## src/rtl/up_sampler.sv

```systemverilog
// rtl/up_sampler.sv - linear-interpolating upsampler by L = 2**LOG2_L
//
// Rebuilds a full-rate stream from decimated samples. Each accepted sample
// after the first produces L outputs walking linearly (floor-rounded) from
// the previous sample toward the new one.
//
// Ports:
//   clk        in   rising-edge clock
//   rst        in   synchronous active-high reset
//   en         in   block enable; low freezes all state
//   data_in    in   signed decimated input sample
//   valid_in   in   data_in valid
//   ready_in   out  sample accepted when valid_in & ready_in
//   data_out   out  signed interpolated sample (registered)
//   valid_out  out  one-cycle pulse per output sample
module up_sampler #(
  parameter int Width  = 10,
  parameter int LOG2_L = 2
) (
  input  logic             clk,
  input  logic             rst,
  input  logic             en,
  input  logic [Width-1:0] data_in,
  input  logic             valid_in,
  output logic             ready_in,
  output logic [Width-1:0] data_out,
  output logic             valid_out
);

  localparam int AccW = Width + LOG2_L + 1;

  typedef enum logic [1:0] {
    EMPTY  = 2'd0,
    PRIMED = 2'd1,
    EMIT   = 2'd2
  } state_t;

  state_t              state_q, state_d;
  logic [Width-1:0]    prev_q, prev_d;
  logic [Width-1:0]    cur_q, cur_d;
  logic [LOG2_L-1:0]   k_q, k_d;
  logic [AccW-1:0]     acc_q, acc_d;
  logic [Width-1:0]    data_out_q, data_out_d;
  logic                valid_out_q, valid_out_d;

  logic                k_last;
  logic                accept;
  logic [Width:0]      delta;
  logic [AccW-1:0]     delta_ext;
  logic [AccW-1:0]     prev_scaled;
  logic [AccW-1:0]     cur_scaled;

  // k counts 0..L-1, so the last step is the all-ones value.
  assign k_last   = &k_q;
  assign ready_in = ~rst & en & ((state_q != EMIT) | k_last);
  assign accept   = valid_in & ready_in;

  // prev and cur are stable for a whole burst, so the slope is recomputed
  // from them each cycle instead of being stored.
  assign delta       = {cur_q[Width-1], cur_q} - {prev_q[Width-1], prev_q};
  assign delta_ext   = {{LOG2_L{delta[Width]}}, delta};
  assign prev_scaled = {prev_q[Width-1], prev_q, {LOG2_L{1'b0}}};
  assign cur_scaled  = {cur_q[Width-1], cur_q, {LOG2_L{1'b0}}};

  always_comb begin
    state_d     = state_q;
    prev_d      = prev_q;
    cur_d       = cur_q;
    k_d         = k_q;
    acc_d       = acc_q;
    data_out_d  = data_out_q;
    valid_out_d = 1'b0;
    if (en) begin
      case (state_q)
        EMPTY: begin
          if (accept) begin
            prev_d  = data_in;
            state_d = PRIMED;
          end
        end
        PRIMED: begin
          if (accept) begin
            cur_d   = data_in;
            acc_d   = prev_scaled;
            k_d     = '0;
            state_d = EMIT;
          end
        end
        EMIT: begin
          // acc carries LOG2_L fraction bits; dropping them is a floor.
          valid_out_d = 1'b1;
          data_out_d  = acc_q[Width+LOG2_L-1:LOG2_L];
          acc_d       = acc_q + delta_ext;
          k_d         = k_q + LOG2_L'(1);
          if (k_last) begin
            prev_d = cur_q;
            if (accept) begin
              // Next segment starts at the old cur with no idle cycle.
              cur_d = data_in;
              acc_d = cur_scaled;
              k_d   = '0;
            end else begin
              state_d = PRIMED;
            end
          end
        end
        default: state_d = EMPTY;
      endcase
    end
  end

  always_ff @(posedge clk) begin
    if (rst) begin
      state_q     <= EMPTY;
      prev_q      <= '0;
      cur_q       <= '0;
      k_q         <= '0;
      acc_q       <= '0;
      data_out_q  <= '0;
      valid_out_q <= 1'b0;
    end else begin
      state_q     <= state_d;
      prev_q      <= prev_d;
      cur_q       <= cur_d;
      k_q         <= k_d;
      acc_q       <= acc_d;
      data_out_q  <= data_out_d;
      valid_out_q <= valid_out_d;
    end
  end

  assign data_out  = data_out_q;
  assign valid_out = valid_out_q;

endmodule

```

## config.mk

```make
export PLATFORM = sky130hd
export DESIGN_NAME = up_sampler
export DESIGN_NICKNAME = d
export VERILOG_FILES = /design/src/rtl/up_sampler.sv
export SDC_FILE = /design/constraint.sdc
export NUM_CORES = 1
export LEC_CHECK = 0
export CORE_MARGIN = 4
export CORE_UTILIZATION = 58
export DETAILED_ROUTE_END_ITERATION = 16
export GPL_TIMING_DRIVEN = 0
export PLACE_DENSITY = 0.91
export SETUP_SLACK_MARGIN = 0.5
export SYNTH_ARGS = -nofsm -noshare
export SYNTH_HDL_FRONTEND = slang
export SYNTH_SLANG_ARGS = --single-unit
```

## constraint.sdc

```tcl
create_clock -name clk -period 3.38 [get_ports clk]
set_input_delay 0.507 -clock clk [delete_from_list [all_inputs] [get_ports clk]]
set_output_delay 0.507 -clock clk [all_outputs]
set_load 0.005 [all_outputs]
```

; After elaboration in Yosys (flattened, before gate mapping)
; Index checks and enable logic that the tools add are counted.
[totals]
input_bits = 14
latch_bits = 0
mem_count = 0
out_inout_bits = 12
ram_bits = 0
wordCells = 53
mem_bits_ro = 0
ff_bits = 48
[op_classes]
bitwise_logic = 6
n_addsub = 3
eq_ne = 7
n_div = 0
n_reduce_logical = 10
shifts = 0
muxes = 20
n_mul = 0
n_lt_le_gt_ge = 0
[ops]
columns = op, count
row1 = $mux W10, 4
row2 = $pmux W10 S2, 2
row3 = $mux W13, 3
row4 = $pmux W13 S2, 1
row5 = $mux W2, 7
row6 = $add A13 B13 Y13, 1
row7 = $sub A10 B10 Y11, 1
row8 = $ne A2 B2 Y1 const B, 5
row9 = $pmux W2 S3, 1
row10 = $reduce_and A3 Y1, 2
row11 = $reduce_and A5 Y1, 1
row12 = $pmux W2 S2, 1
row13 = $reduce_and A2 Y1, 2
row14 = $reduce_and A4 Y1, 1
row15 = $reduce_bool A2 Y1, 2
row16 = $and A1 B1 Y1, 3
row17 = $add A2 B1 Y2 const B, 1
row18 = $eq A2 B1 Y1 const B, 1
row19 = $eq A2 B2 Y1 const B, 1
row20 = $logic_not A2 Y1, 1
row21 = $not A1 Y1, 2
row22 = $reduce_or A2 Y1, 1
row23 = $mux W1, 1
row24 = $or A1 B1 Y1, 1

; Longest topological paths before layout
[depth]
depth_word = 7
depth_mapped = 17
mapped_depth_nobuf = 17

; Worst setup path after synthesis
; Ideal clock, no wire load.
[synth_path]
kind = flip-flop to flip-flop
start = register prev_q[1]
end = register acc_q[10]
setup_time_ns = 0.092
path_buffers = 0
arrival_ns = 2.957
path_stages_with_launch = 17
required_ns = 3.288
synth_period_minus_slack_ns = 3.049
path_slack_ns = 0.331
cell_sequence = dfxtp_1 inv_1 ha_1 nor2b_1 o21ai_0 a21boi_1 o21ai_0 a211oi_1 mux2i_1 nand3_1 ha_1 a21oi_1 nand2_1 o31ai_1 xnor2_1 a21oi_1 nor4_1
[synth_between]
elab_chain_len = 5
[synth_lines]
columns = element, line
row1 = from (decl), 39  ; logic [Width-1:0] prev_q, prev_d;
row2 = from (signal assigned), 123  ; prev_q <= prev_d;
row3 = $sub A10 B10 Y11 *, 60  ; assign delta = {cur_q[Width-1], cur_q} - {prev_q[Width-1], prev_q};
row4 = $add A13 B13 Y13 *, 93  ; acc_d = acc_q + delta_ext;
row5 = $mux W13, 97  ; if (accept) begin
row6 = $mux W13 *, 95  ; if (k_last) begin
row7 = $pmux W13 S2 *, 74  ; case (state_q)
row8 = to (signal assigned), 118  ; acc_q <= '0;
row9 = to (signal assigned), 126  ; acc_q <= acc_d;
row10 = to (decl), 42  ; logic [AccW-1:0] acc_q, acc_d;
; Mark *: on every way between the ends. The rest lies on a longest branch, timed or not.
; A chain may end at the register's enable or synchronous reset.

; Final worst setup path
[layout_path]
start = register cur_q[0]
end = register acc_q[11]
[layout_between]
elab_chain_len = 5
[layout_lines]
columns = element, line
row1 = from (decl), 40  ; logic [Width-1:0] cur_q, cur_d;
row2 = from (signal assigned), 124  ; cur_q <= cur_d;
row3 = $sub A10 B10 Y11 *, 60
row4 = $add A13 B13 Y13 *, 93
row5 = $mux W13, 97
row6 = $mux W13 *, 95
row7 = $pmux W13 S2 *, 74
; Marks and branches as above.

==> flow_summary.ini <==
[status]
outcome = finished with violations
violations = negative setup slack

[clocking]
cts-root-buf = clkbuf_8
cts.sinks = 47
clock_latency_ns = 0.31
clkTransAtPathRegs_ns = 0.09
cts.path.max_buffers = 2
cts_tree = yes
ctsHoldBuffers = 0
htreeDepth = 2
cts_buffers = 5

[min_path]
hp-start = data_out[2]$_SDFFE_PP0P_
hold_path_class = register to register
whs_path_depth = 2
holdPathEnd = data_out[2]$_SDFFE_PP0P_

[floorplanning]
dieArea_um2 = 6320
die_w_um = 79.5
initial_core_util = 0.611
core-area_um2 = 4850
num_rows = 25
die_y_um = 79.5
pin_count = 26

[routing]
wl_per_cell_um = 20.3
final_antenna_net_count = 0
totalWireLength_mm = 10.1
first_pass_iters = 7
via_per_inst = 6.70
num_vias = 3344
drc_errors = 0
drt-initial-drc-count = 547

[synth]
yosysTopAreaCell = dfxtp_1
ys_seq_area_frac = 0.317
syn_nets = 417
synth_top_area_frac = 0.317
syn_area_um2 = 2960
ys_ff_latch = 47
synth_cell_type_count = 48
synth_edf_count = 0
avgSynthCellArea_um2 = 7.84
synthTopCellsByArea = dfxtp_1, ha_1, nand2_1, nor2_1, a21oi_1
yosys_most_used_dff = dfxtp_1
synth_warnings = 0
synth_cells = 378
async_flop_share = 0

[cells_and_area]
layout_common_cells = nand2_1, nor2_1, dfxtp_1
antenna_cells = 0
drive_gt1_frac = 0.206
syn_to_final_growth_pct = 29.3
fin_nets = 470
finalCoreUtilization = 0.790
final_common_cell = nand2_1

[placement]
dp_hpwl_mm = 5.59
numPortBuffers = 22
place.gp.congestion = 0.934

[power_and_ir_drop]
power.total_w = 0.00141
clockPowerShare = 0.241
vdd_drop_max_mv = 0.274
switching_share = 0.334
combinationalPowerShare = 0.351
p_switching_w = 0.000472
power.density_nw_per_um2 = 369
p_leak_nw = 1.48
p_int_w = 0.000942
pwr-share-seq = 0.409

[global_route]
gr-usage-all-layers = 0.278
grt_first_pass_wirelength_mm = 13.9
grt_overflow = 0
grt_pass1_vias = 2934
grt_antenna_before_repair = 0
grt_max_degree = 14

[timing]
totalNegativeSetupSlack_ns = -0.458
hold_violations = 0
rsz0062_at_grt = true
finalSetupViolCount = 5
post-route-min-period_ns = 3.58
worst_slack_ns = -0.200
fin_crit_sh = 1.06
worst_slew_pin_slew_ns = 0.862
slew_headroom = 0.424
fmax_mhz = 279
finClkSkew_ns = 0.00656
slew_viol_final = 0

[critical_path]
r2r_slack_ns = -0.20
path_cells = inv_2, ha_4, inv_2, fa_2, a21o_1, buf_4, a21oi_2, xnor2_1, ha_1, o211ai_2, o21ai_2, o2111ai_4, a311oi_2, xor2_1, xnor2_1, a311oi_1
crit_fanout = 3
critPathLaunchType = register
cp_slowest_cell = ha_1
end_kind = register
slowest_delay_ns = 0.40
cp_data_arrival_time_ns = 3.79
path_class = register to register
r2r_end = acc_q[11]$_SDFFE_PP0P_
worst_ep_required_time_ns = 3.59
ff2ff_path_depth = 16
timing.rr.start = cur_q[0]$_SDFFE_PP0P_

[flow_run]
cap_violations = 0
-- Yosys cell counts, types with 2 or more instances --
| library cell | instances |
|---|---|
| nand2_1 | 62 |
| nor2_1 | 50 |
| dfxtp_1 | 47 |
| a21oi_1 | 32 |
| ha_1 | 23 |
| inv_1 | 18 |
| clkbuf_1 | 13 |
| a311oi_1 | 12 |
| nor3_1 | 12 |
| mux2i_1 | 11 |
| o21ai_0 | 10 |
| xnor2_1 | 9 |
| nor2b_1 | 8 |
| xor2_1 | 7 |
| buf_2 | 6 |
| a31oi_1 | 5 |
| o211ai_1 | 4 |
| o21a_1 | 4 |
| a211oi_1 | 3 |
| a21o_1 | 3 |
| a221oi_1 | 3 |
| nand3_1 | 3 |
| nor4_1 | 3 |
| fa_1 | 2 |
| nand3b_1 | 2 |
| nor3b_1 | 2 |
| o21ai_2 | 2 |
| o31ai_1 | 2 |
-- final cells by class --
class,count,area (um^2)
inverter,18,67.6
sequential,47,948
tap,67,83.8
multi-input combinational,293,2130
clock buffer,7,76.3
buffer,20,82.6
timing repair buffer,46,443
fill,289,1020
clock inverter,1,5.00
-- routing by layer --
layer	vias to the layer above	part of all wire	global-route usage
met2	330	0.46	0.465
met3	104	0.12	0.0553
li1	1447	-	-
met5	-	0	0
met4	0	0.078	0.151
met1	1463	0.35	0.331
-- flip-flops by register name, indices dropped and copies added, names as in the netlist --
register	count
acc_q	12
cur_q	10
data_out	10
k_q	2
prev_q	10
state_q	2
valid_out	1
-- timing repair --
action | CTS | global route
pin swaps | 25 | 28
gates resized for setup | 22 | 38
buffers inserted | 14 | 10
setup endpoints to repair | 6 | 9
-- cells by family after synthesis --
family                     share of synthesized area
muxes                                         0.0409
xor gates and xnor gates                      0.0473
and+or+nand+nor                                0.217
AOI/OAI and AO/OA                              0.216
adders and majority gates                      0.111
buffers and inverters                         0.0507
DFF                                            0.317
-- power by group through the flow --
stage / clock [W] / sequential, W / combinational (W)
CTS: 0.000330 / 0.000576 / 0.000371
floorplan: 0 / 0.000586 / 0.000236
global placement: 0 / 0.000589 / 0.000291
global route: 0.000360 / 0.000579 / 0.000517
detailed placement: 0 / 0.000590 / 0.000305
finish: 0.000340 / 0.000578 / 0.000496
-- worst max-delay path, delay by kind of cell (launching register included) --
family,cells,cell delay [ns]
AO/OA/AOI/OAI,7,1.52
adder cells (fa/ha/maj),3,0.91
XOR/XNOR,3,0.42
flip-flops,1,0.35
buffers and inverters,3,0.29
-- through the flow --
step / area, um^2 / worst slack, ns / cells / hold slack, ns
after floorplan: 2990 / 0.428 / 378 / 0.436
after global placement: 3290 / 0.0523 / 467 / 0.442
after detailed placement: 3290 / -0.163 / 467 / 0.447
after CTS: 3560 / 0.0894 / 489 / 0.459
after global routing: 3830 / -0.293 / 499 / 0.480
final: 3830 / -0.200 / 499 / 0.457
-- worst max path at each step --
stage,from,end,depth (start not counted)
floorplan,prev_q[1]$_SDFFE_PP0P_,acc_q[10]$_SDFFE_PP0P_,16
global placement,prev_q[1]$_SDFFE_PP0P_,acc_q[10]$_SDFFE_PP0P_,16
detailed placement,prev_q[1]$_SDFFE_PP0P_,acc_q[10]$_SDFFE_PP0P_,16
CTS,prev_q[1]$_SDFFE_PP0P_,acc_q[10]$_SDFFE_PP0P_,16
global route,cur_q[0]$_SDFFE_PP0P_,acc_q[11]$_SDFFE_PP0P_,16
finish,cur_q[0]$_SDFFE_PP0P_,acc_q[11]$_SDFFE_PP0P_,16
Power figures use the tool's default switching activity.
